File: config.mk
export PLATFORM = sky130hd
export DESIGN_NAME = bk_adder_pipe
export DESIGN_NICKNAME = d
export VERILOG_FILES = /design/src/rtl/bk_adder_pipe.sv
export SDC_FILE = /design/constraint.sdc
export NUM_CORES = 1
export LEC_CHECK = 0
export ABC_AREA = 1
export ABC_CLOCK_PERIOD_IN_PS = 1600
export CAP_MARGIN = 20
export CORE_ASPECT_RATIO = 1.4
export CORE_MARGIN = 2
export CORE_UTILIZATION = 30
export CTS_CLUSTER_SIZE = 24
export DETAILED_ROUTE_END_ITERATION = 12
export PLACE_DENSITY = 0.57
export REMOVE_ABC_BUFFERS = 1
export SLEW_MARGIN = 20
export SYNTH_ARGS = -nofsm -noshare
export SYNTH_HDL_FRONTEND = slang
export SYNTH_SLANG_ARGS = --single-unit
File: constraint.sdc
create_clock -name clk -period 1.6 [get_ports clk]
set_clock_uncertainty 0.15 [all_clocks]
set_input_delay 0.16 -clock clk [delete_from_list [all_inputs] [get_ports clk]]
set_output_delay 0.16 -clock clk [all_outputs]
set_load 0.005 [all_outputs]
File: src/rtl/bk_adder_pipe.sv
// Pipelined Brent-Kung adder/subtractor with valid/ready streaming.
// Prefix levels are split across STAGES register levels; the last register holds S and ovf.
module bk_adder_pipe #(
   parameter int WIDTH  = 16,
   parameter int STAGES = 2
) (
   input  logic             clk,
   input  logic             rst,
   input  logic             in_valid,
   output logic             in_ready,
   input  logic [WIDTH-1:0] X,
   input  logic [WIDTH-1:0] Y,
   input  logic             Cin,
   input  logic             sub,
   output logic             out_valid,
   input  logic             out_ready,
   output logic [WIDTH:0]   S,
   output logic             ovf
);
   localparam int LOG    = $clog2(WIDTH);
   localparam int LEVELS = 2 * LOG - 1;
   localparam int MID    = (STAGES > 1) ? STAGES - 1 : 1;
   localparam int GPW    = 2 * WIDTH;

   function automatic int cut(input int s);
      return (s * LEVELS + STAGES - 1) / STAGES;
   endfunction

   // One prefix level on {g, p}: up-sweep for lv < LOG, down-sweep afterwards.
   function automatic logic [GPW-1:0] bk_level(input int lv, input logic [GPW-1:0] gp);
      logic [WIDTH-1:0] g, p, sel;
      int span;
      g   = gp[GPW-1:WIDTH];
      p   = gp[WIDTH-1:0];
      sel = '0;
      span = (lv < LOG) ? (1 << lv) : (1 << (2 * LOG - 2 - lv));
      for (int i = 0; i < WIDTH; i++) begin
         if (lv < LOG) begin
            if ((i + 1) % (2 * span) == 0) sel |= WIDTH'(1) << i;
         end else if (((i + 1) % (2 * span) == span) && (i + 1 > 2 * span)) begin
            sel |= WIDTH'(1) << i;
         end
      end
      return {g | (sel & p & (g << span)), p & (~sel | (p << span))};
   endfunction

   function automatic logic [GPW-1:0] bk_range(input int lo, input int hi,
                                                input logic [GPW-1:0] gp);
      logic [GPW-1:0] r;
      r = gp;
      for (int lv = 0; lv < LEVELS; lv++) begin
         if (lv >= lo && lv < hi) r = bk_level(lv, r);
      end
      return r;
   endfunction

   logic [STAGES-1:0] r_vld, w_ready, w_in_vld, w_in_c0;
   logic [GPW-1:0]    w_in_gp  [STAGES];
   logic [GPW-1:0]    w_out_gp [STAGES];
   logic [WIDTH-1:0]  w_in_hs  [STAGES];
   logic [GPW-1:0]    r_gp [MID];
   logic [WIDTH-1:0]  r_hs [MID];
   logic [MID-1:0]    r_c0;
   logic [WIDTH-1:0]  w_y, w_p, w_g, w_cy;
   logic              w_c0, w_cout, w_ovf, w_unused_p;
   logic [WIDTH:0]    w_sum, r_s;
   logic              r_ovf;

   assign w_y  = sub ? ~Y : Y;
   assign w_c0 = sub ? ~Cin : Cin;
   assign w_p  = X ^ w_y;
   // Carry-in folded into bit-0 generate so every prefix G already includes it.
   assign w_g  = (X & w_y) | {{(WIDTH-1){1'b0}}, w_p[0] & w_c0};

   for (genvar s = 0; s < STAGES; s++) begin : g_stage
      if (s == 0) begin : g_head
         assign w_in_vld[s] = in_valid;
         assign w_in_gp[s]  = {w_g, w_p};
         assign w_in_hs[s]  = w_p;
         assign w_in_c0[s]  = w_c0;
      end else begin : g_tail
         assign w_in_vld[s] = r_vld[s-1];
         assign w_in_gp[s]  = r_gp[s-1];
         assign w_in_hs[s]  = r_hs[s-1];
         assign w_in_c0[s]  = r_c0[s-1];
      end
      assign w_out_gp[s] = bk_range(cut(s), cut(s + 1), w_in_gp[s]);
   end

   // A stage can take data if it, or any stage after it, is empty, or the output drains.
   always_comb begin
      w_ready = '0;
      for (int s = 0; s < STAGES; s++) begin
         w_ready[s] = out_ready;
         for (int j = s; j < STAGES; j++) begin
            if (!r_vld[j]) w_ready[s] = 1'b1;
         end
      end
   end

   assign w_cy       = {w_out_gp[STAGES-1][GPW-2:WIDTH], w_in_c0[STAGES-1]};
   assign w_cout     = w_out_gp[STAGES-1][GPW-1];
   assign w_sum      = {w_cout, w_in_hs[STAGES-1] ^ w_cy};
   assign w_ovf      = w_cy[WIDTH-1] ^ w_cout;
   assign w_unused_p = ^w_out_gp[STAGES-1][WIDTH-1:0];

   always_ff @(posedge clk or posedge rst) begin
      if (rst) begin
         r_vld <= '0;
      end else begin
         for (int s = 0; s < STAGES; s++) begin
            if (w_ready[s]) r_vld[s] <= w_in_vld[s];
         end
      end
   end

   always_ff @(posedge clk or posedge rst) begin
      if (rst) begin
         for (int s = 0; s < STAGES - 1; s++) begin
            r_gp[s] <= '0;
            r_hs[s] <= '0;
            r_c0[s] <= 1'b0;
         end
      end else begin
         for (int s = 0; s < STAGES - 1; s++) begin
            if (w_ready[s] && w_in_vld[s]) begin
               r_gp[s] <= w_out_gp[s];
               r_hs[s] <= w_in_hs[s];
               r_c0[s] <= w_in_c0[s];
            end
         end
      end
   end

   always_ff @(posedge clk or posedge rst) begin
      if (rst) begin
         r_s   <= '0;
         r_ovf <= 1'b0;
      end else if (w_ready[STAGES-1] && w_in_vld[STAGES-1]) begin
         r_s   <= w_sum;
         r_ovf <= w_ovf;
      end
   end

   assign in_ready  = w_ready[0];
   assign out_valid = r_vld[STAGES-1];
   assign S         = r_s;
   assign ovf       = r_ovf;

endmodule

## Word-level counts from Yosys, hierarchy flattened

Index checks and enable logic that the tools add are counted.

- Register bits: 69
- Input port bits: 38
- Output and inout bits: 20
- Logic and storage cells: 42

- Muxes and demuxes: 5
- Bitwise gates (word level): 28
- Reduce and logical (&&, ||, !) cells: 2

Operators with widths:

| operator | count |
|---|---|
| 16-bit bitwise AND | 9 |
| 16-bit bitwise OR | 7 |
| 16-bit XOR | 2 |
| 15-bit bitwise AND | 2 |
| 12-bit by 16-bit bitwise AND with 16-bit output | 1 |
| 14-bit by 16-bit bitwise AND with 16-bit output | 1 |
| 15-bit by 16-bit bitwise AND with 16-bit output | 1 |
| 16-bit two-way mux | 1 |
| 16-bit NOT | 1 |
| 16-bit by 1-bit bitwise OR with 16-bit output | 1 |
| 1-bit two-way mux | 4 |
| 1-bit logical AND | 2 |
| 1-bit bitwise AND | 1 |
| 1-bit NOT | 1 |
| 1-bit XOR | 1 |

## Longest topological paths before layout

Gate-level depths: netlist of the first run.

- Word-level depth: 13
- Depth in mapped cells: 13

## Least setup slack after synthesis of the first run

No wires, ideal clock.

- Kind: input -> register
- From: input port sub
- To: register r_gp[31] in the netlist's numbering
- Library setup time: 0.119 ns
- Arrival: 1.456 ns
- Required time: 1.331 ns
- Path slack: -0.125 ns
- Cell stages on the path: 10
- Path buffers: 2
- Path through: buf_6 buf_2 xor2_1 ha_1 a21oi_1 nand2_1 nand2_1 o211ai_1 a21oi_1 nand2_1

- Elaborated cells between the ends (all ways): 17
- Classes of those cells: mux: 2; bitwise: 15

RTL lines:

| element | RTL line | RTL |
|---|---|---|
| from (decl) | 14 | `input logic sub,` |
| 16-bit two-way mux (*) | 69 | `assign w_y = sub ? ~Y : Y;` |
| 16-bit XOR (*) | 71 | `assign w_p = X ^ w_y;` |
| net w_p[11] | 64 | `logic [WIDTH-1:0] w_y, w_p, w_g, w_cy;` |
| 16-bit bitwise AND | 44 | `return {g \| (sel & p & (g << span)), p & (~sel \| (p << span))};` |
| 16-bit bitwise OR or 16-bit bitwise AND (tied branches) | 44 |  |
| 16-bit bitwise OR | 44 |  |
| 16-bit bitwise AND | 44 |  |
| 16-bit bitwise OR | 44 |  |
| 16-bit bitwise OR (*) | 44 |  |
| to (signal, indexed assignment) | 127 | `r_gp[s] <= w_out_gp[s];` |
| to (decl) | 61 | `logic [GPW-1:0] r_gp [MID];` |

The timed path passes the listed nets; every way through them passes the cells marked *.
A chain may end at the register's enable or synchronous reset.

## Worst setup path after layout of the first run

- From: input port sub
- To: register r_gp[31] in the netlist's numbering

- Elaborated cells between the ends (all ways): 17
- Classes of those cells: mux: 2; bitwise: 15

RTL lines:

| element | RTL line | RTL |
|---|---|---|
| 16-bit two-way mux | 69 |  |
| 16-bit bitwise AND | 73 | `assign w_g = (X & w_y) \| {{(WIDTH-1){1'b0}}, w_p[0] & w_c0};` |
| 16-bit by 1-bit bitwise OR with 16-bit output | 73 |  |
| net w_g[8] | 64 |  |
| 16-bit bitwise AND | 44 |  |
| 16-bit bitwise OR | 44 |  |
| 16-bit bitwise AND | 44 |  |
| 16-bit bitwise OR | 44 |  |
| 16-bit bitwise AND | 44 |  |
| 16-bit bitwise OR (2 in a row) | 44 |  |

The timed path passes the listed nets, and every way through them passes these cells.

==> results of run 1 <==
layout make-up:
cell class	instances	area (um2)	area share, %
clock buffer	14	284	6.61
clock inverter	2	10.0	0.233
inverter	24	90.1	2.10
multi-input combinational	234	1390	32.2
sequential	57	1430	33.2
tap	110	138	3.20
timing repair buffer	100	965	22.4
registers in the layout, summed over array words and instances, names as in the netlist:
signal and count:
ovf 1, r_gp 20, r_vld 2, r_c0 1, S 17, r_hs 16
cells in the final DEF (no fill, tap or decap), types with 2 or more instances in the layout:
| cell type | netlist | routed |
|---|---|---|
| sky130_fd_sc_hd__nand2_1 | 118 | 110 |
| sky130_fd_sc_hd__clkdlybuf4s50_1 | 0 | 43 |
| sky130_fd_sc_hd__a21oi_2 | 0 | 4 |
| sky130_fd_sc_hd__a21oi_1 | 6 | 2 |
| sky130_fd_sc_hd__o21ai_1 | 28 | 28 |
| sky130_fd_sc_hd__buf_4 | 0 | 39 |
| sky130_fd_sc_hd__dlymetal6s2s_1 | 0 | 10 |
| sky130_fd_sc_hd__xnor2_1 | 2 | 2 |
| sky130_fd_sc_hd__inv_2 | 4 | 11 |
| sky130_fd_sc_hd__nand3_2 | 3 | 3 |
| sky130_fd_sc_hd__o21bai_1 | 2 | 2 |
| sky130_fd_sc_hd__buf_12 | 0 | 2 |
| sky130_fd_sc_hd__nand3_1 | 4 | 4 |
| sky130_fd_sc_hd__dlygate4sd2_1 | 0 | 3 |
| sky130_fd_sc_hd__clkbuf_16 | 0 | 9 |
| sky130_fd_sc_hd__clkbuf_8 | 0 | 4 |
| sky130_fd_sc_hd__dfrtp_1 | 57 | 57 |
| sky130_fd_sc_hd__o211ai_1 | 2 | 2 |
| sky130_fd_sc_hd__ha_2 | 0 | 2 |
| sky130_fd_sc_hd__buf_6 | 1 | 2 |
| sky130_fd_sc_hd__nor2_1 | 10 | 9 |
| sky130_fd_sc_hd__o21ai_0 | 2 | 2 |
| sky130_fd_sc_hd__nand2_2 | 2 | 10 |
| sky130_fd_sc_hd__inv_1 | 20 | 13 |
| sky130_fd_sc_hd__xor2_1 | 24 | 23 |
| sky130_fd_sc_hd__a31oi_1 | 2 | 2 |
| sky130_fd_sc_hd__nor4_2 | 0 | 2 |
| sky130_fd_sc_hd__ha_1 | 23 | 21 |
| sky130_fd_sc_hd__clkinv_2 | 0 | 2 |
worst min path at each step:
stage,end
detailed placement,r_gp[28]$_DFFE_PP0P_
finish,S[9]$_DFFE_PP0P_
CTS,S[10]$_DFFE_PP0P_
global route,r_gp[11]$_DFFE_PP0P_
global placement,r_gp[26]$_DFFE_PP0P_
floorplan,r_vld[1]$_DFFE_PP0N_
power by group:
group          total (mW)  switching, mW  internal [mW]
clock                1.82          0.610           1.21
combinational        1.73          0.754          0.981
sequential           2.07          0.222           1.84
total                5.62           1.59           4.03
cell families after synthesis:
| group | count (synthesis) | share of synthesized area (%) |
|---|---|---|
| xor gates and xnor gates | 26 | 7.86 |
| buffers and inverters | 36 | 5.27 |
| adders and majority gates | 23 | 9.93 |
| and+or+nand+nor | 142 | 19.8 |
| AOI/OAI and AO/OA | 43 | 7.94 |
| DFF | 57 | 49.2 |
tightest hold or removal path: stages:
cell and delay (ps):
sky130_fd_sc_hd__clkdlybuf4s50_1 410, sky130_fd_sc_hd__inv_2 70, sky130_fd_sc_hd__buf_12 270
timing repair:
item / CTS / global route
pin swaps: 11 / 44
buffers inserted: 4 / 8
endpoints found under the setup margin: 10 / 4
gates cloned: 1 / 0
endpoints found under the hold margin: 0 / 0
gates resized for setup: 9 / 37
metrics by stage:
stage	hold slack, ps	instance area [um2]
4_1_cts	78.5	4150
6_report	56.4	4300
3_5_place_dp	319	3790
3_3_place_gp	314	3790
5_1_grt	129	4300
2_1_floorplan	178	2840
metal layers:
| layer | GRT usage (%) | part of all wire (%) | up-vias |
|---|---|---|---|
| met2 | 23.5 | 52 | 43 |
| li1 | - | - | 1240 |
| met1 | 16.4 | 42 | 1107 |
| met4 | 7.23 | 2.5 | 0 |
| met5 | 0 | 0 | - |
| met3 | 2.94 | 3.7 | 12 |
==> run summary, run 1 <==
For this run, the total global-route usage over all layers was measured as 14.0%. Worst max-slew margin expressed relative to the limit: 76.4%. The worst setup path is of the input port to flip-flop kind. The clock period minus worst slack is 1560 ps. The number of antenna violations at the first check in global routing came out at 0. The clock sink count is 57.

For the routability congestion estimate from global placement, the log shows 0.816. Worst stage delay on the critical path: 180 ps. The final hold violation count came out at 0. The tools report the destination of the worst register-to-register timing path as S[15]$_DFFE_PP0P_.

The run gives 0.561 mV as the largest voltage drop on the vdd net. The die outline area is 10500 um2, and the starting density of the core is 30.8%. The worst setup path is captured at a flip-flop. The net count of the finished layout is 487. The detail route stage leaves a number of antenna-violating nets equal to 0. For this design the static power due to leakage is 2.21 nW. The flop and latch count out of synthesis was 57; the total number of H-tree levels was 3.

Across the run, the number of max-cap violations was 0. The repair_antennas step left the layout with diodes totalling 0. At the worst endpoint, the required time is 1660 ps. The non-filler instance count after layout was 541; the number of global-route vias before repair was 2418. The floorplan has 42 rows.

The clock latency at the later pin of the worst-skew pair came out at 330 ps. The number of clock buffers added by TritonCTS is 9. The total standard cell area after synthesis is 2900 um2, and the clock transition at the register clock pins on the worst setup and hold paths after CTS is 50 ps. The tools report the first-pass detailed-route iteration total as 4. Via count normalized by instance count: 4.44. The synthesized instance count was 327. The startpoint identified for the worst register-to-register timing path is r_gp[23]$_DFFE_PP0P_. STA classifies the critical path startpoint as an input port.

In this run the horizontal extent of the chip is 87.1 um. After synthesis, flip-flops and latches occupy 49.2% of the total area. The worst path uses 97.3% of the clock period. Tracing the worst setup path back leads to its startpoint at sub. Among cell families on the critical path, the largest total delay comes from buffers and inverters.

Once detailed placement completed, the half-perimeter wirelength came to 4870 um. The critical path's slowest cell was sky130_fd_sc_hd__ha_2. The maximum fanout encountered on the critical timing path was 6. The final setup violation count came out at 0. At the pin with the least slew margin, the transition time is 353 ps. The critical path crosses 13 cells after its start point.

For this run, the number of Yosys warnings is 0. Global-route wire length before repair: 11200 um. The tightest min-delay check is of the input port to async pin type.

In the post-route analysis, the smallest setup slack over all paths is 43.1 ps. The setup slack on the worst flop-to-flop path was 110 ps; the proportion of netlist area held by the largest area contributor was 49.2%. Each instance of the synthesized netlist takes up on average 8.86 um2.

For this block, the initial DRC count from the detailed router was 86. Number of placed cells counting well taps: 512. The top-level port count is 58. The floorplan step defined a core boundary enclosing 9410 um2. Walking the worst path, the cells encountered are buf_4, buf_12, buf_4, xor2_1, ha_2, inv_1, o21bai_1, nand3_1, nand2_2, nand2_1, o211ai_1, a21oi_1, nand2_1.

The commonest cells after synthesis are sky130_fd_sc_hd__nand2_1 (118), sky130_fd_sc_hd__dfrtp_1 (57), sky130_fd_sc_hd__o21ai_1 (28). The fraction of registers with async set/reset works out to 100%. In this run the tool buffered the top-level ports with 57 buffer cells. The average routed wire per standard cell is 12.2 um, and the core occupancy in the finished layout is 45.7%. The most used flip-flop cell after synthesis is sky130_fd_sc_hd__dfrtp_1. Adding up every negative setup slack in the final design gives 0 ps.

The library cell used as clock root buffer is sky130_fd_sc_hd__clkbuf_16. The number of cells on the worst reg-to-reg path was 7. The most frequent cell after synthesis was sky130_fd_sc_hd__nand2_1. After global routing the overflow that remains totals 0. After clock tree synthesis, the flow added hold-fix buffers numbering 0. The number of buffers and inverters on the critical path came out at 4.

The data arrival time of the critical path was 1620 ps. The floorplan die height is 120 um, and the power density normalized to cell area is 1310 nW/um2. Counting along the longest clock path gives a buffer depth of 2.

After synthesis, the cell types taking the most area are sky130_fd_sc_hd__dfrtp_1 (49%), sky130_fd_sc_hd__nand2_1 (15%), sky130_fd_sc_hd__ha_1 (9.9%). The tools report the endpoint of the worst setup timing path as r_gp[31]$_DFFE_PP0P_. The maximum frequency from static timing analysis was 642 MHz. The final wirelength is 6620 um. The share of final-layout standard cells stronger than drive strength 1 was 21.8%; the detailed-route DRC error count was 0. Yosys mapped the design onto 25 distinct sky130hd cell types.

The run finished with clean final reports. The routed layout has 2402 vias. The pin count of the biggest net entering global routing is 58. The worst slack after detailed placement came out at -670 ps. TritonCTS built the clock tree.

The cell taking the most area after synthesis was sky130_fd_sc_hd__dfrtp_1. The count of flip-flops with a built-in enable after synthesis is 0, and the overall power is 5.62 mW. Fill cells in the final layout number 914. The run gives 0 as the max-slew violation count. Compared with the post-synthesis result, the final layout area differs by 48.4%.
Power figures use the tool's default switching activity.
==> run 2: changes to the inputs <==
SKIP_CTS_REPAIR_TIMING = 1   (was unset)
==> run 2 against run 1 <==
  * The flow now finishes with violations (setup timing)
  * Via count fell by 0.83%
  * Clock-buffer cell count did not move
  * Sequential cell count did not move
  * Die area did not move
  * Total power fell by 1.0%
  * Wire length fell by 0.41%
  * Register-to-register slack barely moved
  * Sequential share of layout area rose by 0.85 points
  * Design area fell by 2.5%
  * Global-route usage fell by 0.34 points
  * Critical path type unchanged
==> run summary, run 2 (same netlist as run 1, synthesis figures left out) <==
Max-slew violation count: 0 (unchanged). Part of the cycle the worst path needs: 102% (was 97.3%). The tools report the sort of element at the start of the critical path as an input port (unchanged).

The maximum frequency from static timing analysis is 611 MHz (was 642 MHz). The checks that failed: setup timing. The average routed wire per standard cell was 12.4 um (was 12.2 um).

Largest voltage drop on the vdd net: 0.558 mV (was 0.561 mV). The total congestion overflow after global routing is 0 (unchanged), and the routability congestion estimate from global placement is 0.816 (unchanged). The final hold violation count was 0 (unchanged); the clock latency at the later pin of the worst-skew pair was 320 ps (was 330 ps). The number of design-rule violations left by the first detailed-router iteration came out at 88 (was 86). The via count normalized by instance count was 4.47 (was 4.44); the clock transition at the register clock pins on the worst setup and hold paths after CTS was 50 ps (about the same). The max-cap violation count was 0 (unchanged); the net total in the final layout was 479 (was 487). The tools report the nature of the critical path endpoint as a flip-flop (unchanged). The HPWL reported at the end of detailed placement came out at 4870 um (unchanged). The logs give 58 (unchanged) for the top-level port count and 533 (was 541) for the non-filler instance count after layout. The number of placed cells counting well taps came out at 512 (unchanged). The power density normalized to cell area came out at 1330 nW/um2 (was 1310 nW/um2). TritonCTS built the clock tree. The number of cells on the worst reg-to-reg path works out to 7 (unchanged). The run gives 0 (unchanged) as the number of nets with antenna violations after routing. The run gives 6590 um (was 6620 um) as the final wirelength. Worst hold margin: 61.7 ps (was 56.4 ps).

The share of final-layout standard cells stronger than drive strength 1 came out at 17.5% (was 21.8%). The logs give 3 (unchanged) for the total number of H-tree levels and 30.8% (unchanged) for the starting density of the core. Endpoint required time on the critical path: 1660 ps (about the same). The area of the core region was 9410 um2 (unchanged); the core occupancy in the finished layout was 44.6% (was 45.7%). The register name with the most flops is r_gp (unchanged). The register cell area after layout came out at 1430 um2 (unchanged). The worst setup slack after layout was -36.9 ps (was 43.1 ps); the number of filler instances in the final layout was 931 (was 914). Flip-flop count of the largest register after layout: 20 (unchanged). The tools report the worst max-slew margin expressed relative to the limit as 76.2% (was 76.4%).

The tools report the number of inserted diodes as 0 (unchanged). Worst setup path startpoint: Y[15] (was sub). The global-route usage over all layers was 13.6% (was 14.0%). The floorplan die height is 120 um (unchanged). The die outline area is 10500 um2 (unchanged), and the global-route wire length before repair is 10900 um (was 11200 um). The number of antenna violations at the first check in global routing is 0 (unchanged). The tools report the leakage power figure as 2.11 nW (was 2.21 nW). The logs give 5.56 mW (was 5.62 mW) for the overall power and 9 (unchanged) for the number of CTS-inserted buffers. The endpoint of the worst setup timing path was r_gp[31]$_DFFE_PP0P_ (unchanged). Setup repair after global routing could not meet its margin everywhere.

The tools report the detailed-route DRC error count as 0 (unchanged). Commonest non-fill, non-tap cells in the layout: sky130_fd_sc_hd__nand2_1 (113), sky130_fd_sc_hd__dfrtp_1 (57), sky130_fd_sc_hd__clkdlybuf4s50_1 (52) (was sky130_fd_sc_hd__nand2_1 (110), sky130_fd_sc_hd__dfrtp_1 (57), sky130_fd_sc_hd__clkdlybuf4s50_1 (43)). The clock sink count is 57 (unchanged), and the actual slew at the worst max-slew pin is 356 ps (was 353 ps). The reg-to-reg critical path startpoint is r_gp[23]$_DFFE_PP0P_ (unchanged).

The maximum fanout encountered on the critical timing path is 3 (was 6). Worst min-delay path category: input port to async pin (unchanged). The run gives 2 (unchanged) as the maximum number of buffers from clock root to sink. The data arrival time of the critical path came out at 1700 ps (was 1620 ps). The die width came out at 87.1 um (unchanged). The logs give 42 (unchanged) for the row count and 1 (was 0) for the final setup violation count. The commonest non-fill, non-tap cell in the layout is sky130_fd_sc_hd__nand2_1 (unchanged). The library cell used as clock root buffer was sky130_fd_sc_hd__clkbuf_16 (unchanged). The tools report the destination of the worst register-to-register timing path as S[15]$_DFFE_PP0P_ (unchanged). The via count is 2382 (was 2402).

The path type of the worst setup path was input port to flip-flop (unchanged). The clock period minus worst slack is 1640 ps (was 1560 ps). The flow ran to the end, but the final reports show violations. The pin count of the biggest net entering global routing was 58 (unchanged); the number of global-route vias before repair was 2360 (was 2418). The setup slack on the worst flop-to-flop path was 100 ps (was 110 ps); the first-pass detailed-route iteration total was 4 (unchanged). The area growth from synthesis to layout works out to 44.6% (was 48.4%). The worst slack after detailed placement is -670 ps (unchanged), and the count of buffers from port buffering is 57 (unchanged).

Multi-input gate area in the final layout: 1360 um2 (was 1390 um2).
run 2: critical path: stages:
cell and delay, ps:
sky130_fd_sc_hd__clkdlybuf4s50_1 510, sky130_fd_sc_hd__xor2_1 160, sky130_fd_sc_hd__ha_1 270, sky130_fd_sc_hd__inv_1 110, sky130_fd_sc_hd__nor3_1 70, sky130_fd_sc_hd__nand2_1 60
sky130_fd_sc_hd__o211ai_1 80, sky130_fd_sc_hd__a21oi_1 190, sky130_fd_sc_hd__nand2_1 70
run 2: worst min path at each step:
| stage | start | endpoint | slack [ps] | depth (start not counted) |
|---|---|---|---|---|
| after floorplan | out_ready | r_vld[1]$_DFFE_PP0N_ | 180 | 3 |
| after global placement | r_gp[26]$_DFFE_PP0P_ | r_gp[26]$_DFFE_PP0P_ | 310 | 2 |
| after detailed placement | r_gp[28]$_DFFE_PP0P_ | r_gp[28]$_DFFE_PP0P_ | 320 | 2 |
| after CTS | rst | S[10]$_DFFE_PP0P_ | 80 | 3 |
| after global routing | rst | r_gp[11]$_DFFE_PP0P_ | 130 | 3 |
| final | rst | S[9]$_DFFE_PP0P_ | 60 | 3 |
run 2: stage by stage:
| step | cell area [um2] | setup TNS (ps) |
|---|---|---|
| finish | 4190 | -36.9 |
| global placement | 3790 | -6410 |
| detailed placement | 3790 | -7290 |
| floorplan | 2840 | -8370 |
| CTS | 4090 | -967 |
| global route | 4190 | -89.3 |
run 2: final cells by class:
| type | instances | share of cell area (%) |
|---|---|---|
| clock buffers | 14 | 6.78 |
| clock inverters | 2 | 0.239 |
| inverters | 24 | 2.15 |
| multi-input cells | 234 | 32.4 |
| flip-flops and latches | 57 | 34.0 |
| well taps | 110 | 3.28 |
| repair buffers | 92 | 21.1 |
run 2: routing by layer:
layer | vias up | part of all wire [%] | wire length (um) | global-route usage (%)
met1 | 1100 | 43 | 2820 | 16.5
met4 | 0 | 2.5 | 166 | 7.23
met2 | 47 | 51 | 3330 | 22.3
met3 | 13 | 4.1 | 270 | 2.94
li1 | 1222 | - | - | -
met5 | - | 0 | 0 | 0
run 2: report_power, final:
group	internal (mW)	switching, mW	total (mW)
sequential	1.84	0.222	2.06
clock	1.21	0.606	1.81
combinational	0.945	0.735	1.68
total	4.00	1.56	5.56
==> run 3: changes to the inputs <==
ABC_CLOCK_PERIOD_IN_PS = 1550   (was 1600)
CORE_UTILIZATION = 51   (was 30)
PLACE_DENSITY = 0.83   (was 0.57)
SLEW_MARGIN = unset   (was 20)
clock period = 1.55 ns   (was 1.6 ns; I/O delays follow)
==> run 3 against run 2 <==
  * The run still ends with setup timing left
  * Clock power fell by 24%
  * Total power fell by 4.5%
  * Non-clock buffer count fell by 6
  * Core utilization rose by 28 points
  * Sequential share of layout area rose by 1.6 points
  * Design area fell by 4.6%
  * Die area fell by 40%
  * Sequential cell count did not move
  * Sequential power rose by 4%
  * Setup slack got worse by 110 ps
  * Largest cell class unchanged
==> run summary, run 3 (same netlist as run 1, synthesis figures left out) <==
The tools report the worst setup slack after layout as -145 ps (was -36.9 ps). The clock sink count was 57 (unchanged). The final hold violation count came out at 0 (unchanged).

The clock latency at the later pin of the worst-skew pair is 340 ps (was 320 ps), and the number of CTS-inserted buffers is 9 (unchanged). For the total congestion overflow after global routing, the log shows 0 (unchanged). The nature of the critical path endpoint was a flip-flop (unchanged). The number of cells on the worst reg-to-reg path is 7 (unchanged), and the clock period minus worst slack is 1700 ps.

The run gives 0.856 (was 0.816) as the routability congestion estimate from global placement. The core occupancy in the finished layout is 72.9% (was 44.6%), and the flip-flop count of the largest register after layout is 20 (unchanged). Worst max-slew margin expressed relative to the limit: 77.5% (was 76.2%). The clock transition at the register clock pins on the worst setup and hold paths after CTS is 70 ps (was 50 ps), and the setup slack on the worst flop-to-flop path is 30 ps (was 100 ps). Via count: 2549 (was 2382). Share of final-layout standard cells stronger than drive strength 1: 15.8% (was 17.5%). The max-cap violation count came out at 0 (unchanged). Pin count of the biggest net entering global routing: 58 (unchanged). Number of nets with antenna violations after routing: 0 (unchanged). The endpoint required time on the critical path is 1630 ps (was 1660 ps). The reg-to-reg critical path startpoint was r_gp[11]$_DFFE_PP0P_ (was r_gp[23]$_DFFE_PP0P_). The tools report the met2 capacity usage during global routing as 40.7% (was 22.3%). The die width came out at 67.7 um (was 87.1 um).

TritonCTS built the clock tree. The worst hold margin is 43.7 ps (was 61.7 ps), and the top-level port count is 58 (unchanged). The global-route wire length before repair came out at 10600 um (was 10900 um). The run gives 0.866 mV (was 0.558 mV) as the largest voltage drop on the vdd net.

The final setup violation count is 1 (unchanged), and the HPWL reported at the end of detailed placement is 4660 um (was 4870 um). For the row count, the log shows 32 (was 42). The register name with the most flops is r_gp (unchanged).

The final wirelength came out at 7220 um (was 6590 um). The logs give 6310 um2 (was 10500 um2) for the die outline area and 0 (unchanged) for the number of antenna violations at the first check in global routing. The run gives 153 (was 88) as the number of design-rule violations left by the first detailed-router iteration. The first-pass detailed-route iteration total is 5 (was 4).

The net total in the final layout is 473 (was 479). The worst min-delay path category is input port to async pin (unchanged). The area growth from synthesis to layout is 38.0% (was 44.6%). Commonest non-fill, non-tap cells in the layout: sky130_fd_sc_hd__nand2_1 (113), sky130_fd_sc_hd__dfrtp_1 (57), sky130_fd_sc_hd__clkdlybuf4s50_1 (50) (was sky130_fd_sc_hd__nand2_1 (113), sky130_fd_sc_hd__dfrtp_1 (57), sky130_fd_sc_hd__clkdlybuf4s50_1 (52)). The via count normalized by instance count came out at 5.26 (was 4.47). The maximum number of buffers from clock root to sink is 2 (unchanged), and the final non-filler cell area is 4000 um2 (was 4190 um2).

The tools report the data arrival time of the critical path as 1780 ps (was 1700 ps). The detailed-route DRC error count was 0 (unchanged); the global-route usage over all layers was 22.8% (was 13.6%). The floorplan die height was 93.2 um (was 120 um); the average routed wire per standard cell was 14.9 um (was 12.4 um). The destination of the worst register-to-register timing path was S[15]$_DFFE_PP0P_ (unchanged). The total number of H-tree levels is 3 (unchanged). The starting density of the core is 52.8% (was 30.8%).

The commonest non-fill, non-tap cell in the layout is sky130_fd_sc_hd__nand2_1 (unchanged). The library cell used as clock root buffer is sky130_fd_sc_hd__clkbuf_8 (was sky130_fd_sc_hd__clkbuf_16). The leakage power figure is 2.07 nW (was 2.11 nW), and the placed cell area is 3700 um2 (was 3790 um2). The tools report the number of global-route vias before repair as 2446 (was 2360). The actual slew at the worst max-slew pin is 335 ps (was 356 ps), and the max-slew violation count is 0 (unchanged). The tools report the global-route met1 utilization as 25.4% (was 16.5%). Setup repair after global routing could not meet its margin everywhere. The count of buffers from port buffering was 57 (unchanged); the maximum fanout encountered on the critical timing path was 2 (was 3). The area of the core region is 5490 um2 (was 9410 um2). Path type of the worst setup path: input port to flip-flop (unchanged).

Part of the cycle the worst path needs: 109%. The flow ran to the end, but the final reports show violations. Timing would allow up to 590 MHz. Met3 demand-to-capacity share in global routing: 4.45% (was 2.94%). Violations in the final reports: setup timing (unchanged). The layer with the highest usage after global routing is met2 (unchanged). The sort of element at the start of the critical path is an input port (unchanged). The tools report the overall power as 5.31 mW (was 5.56 mW). The number of inserted diodes is 0 (unchanged), and the post-route setup TNS is -145 ps (was -36.9 ps). The power density normalized to cell area is 1330 nW/um2 (about the same).
[run 3: changes by cell type in the layout (fill, tap and decap cells not counted), moves of 2 or more]
cell	delta
sky130_fd_sc_hd__clkinv_2	+2
sky130_fd_sc_hd__clkbuf_16	-9
sky130_fd_sc_hd__dlymetal6s2s_1	+3
sky130_fd_sc_hd__inv_1	+2
sky130_fd_sc_hd__xor2_2	-2
sky130_fd_sc_hd__xor2_1	+2
sky130_fd_sc_hd__clkdlybuf4s50_1	-2
sky130_fd_sc_hd__clkbuf_8	+6
sky130_fd_sc_hd__inv_2	-2
sky130_fd_sc_hd__buf_4	-5
[run 3: worst max path at each step]
stage                               startpoint  slack (ps)  depth (start not counted)                    to
final                                     Y[9]        -150                         11  r_gp[31]$_DFFE_PP0P_
after CTS                                  sub        -280                         14  r_gp[31]$_DFFE_PP0P_
after global placement                     sub        -580                         14  r_gp[31]$_DFFE_PP0P_
after detailed placement                   sub        -630                         12  r_gp[31]$_DFFE_PP0P_
after global routing                      Y[9]        -200                         11  r_gp[31]$_DFFE_PP0P_
after floorplan           r_vld[1]$_DFFE_PP0N_        -340                          9  r_gp[31]$_DFFE_PP0P_
[run 3: cell type report]
type                    count  area (um2)
fillers                   381        1490
multi-input cells         234        1360
flip-flops and latches     57        1430
repair buffers             86         848
well taps                  68        85.1
clock buffers              10         138
clock inverters             6        57.6
inverters                  24        90.1
[run 3: per-stage QoR]
stage | worst slack (ps) | std cells
detailed placement | -628 | 465
finish | -145 | 485
floorplan | -340 | 315
CTS | -277 | 481
global placement | -583 | 465
global route | -201 | 485
[run 3: per-layer routing]
layer  vias to the layer above  share of wire (%)
met5                         -                  0
met1                      1218                 37
li1                       1213                  -
met3                        17                4.9
met2                       101                 56
met4                         0                2.2
[run 3: power by group]
part           switching (mW)  internal, mW
combinational           0.816         0.955
sequential              0.256          1.90
clock                   0.609         0.773
[run 3: critical path, stage by stage]
cell and delay (ps):
sky130_fd_sc_hd__clkdlybuf4s50_1 490, sky130_fd_sc_hd__xor2_1 150, sky130_fd_sc_hd__ha_1 270, sky130_fd_sc_hd__inv_2 70, sky130_fd_sc_hd__o21bai_1 80, sky130_fd_sc_hd__nand3_1 80, sky130_fd_sc_hd__nand2_1 70, sky130_fd_sc_hd__nand2_1 60
sky130_fd_sc_hd__o211ai_1 90, sky130_fd_sc_hd__a21oi_1 170, sky130_fd_sc_hd__nand2_1 70
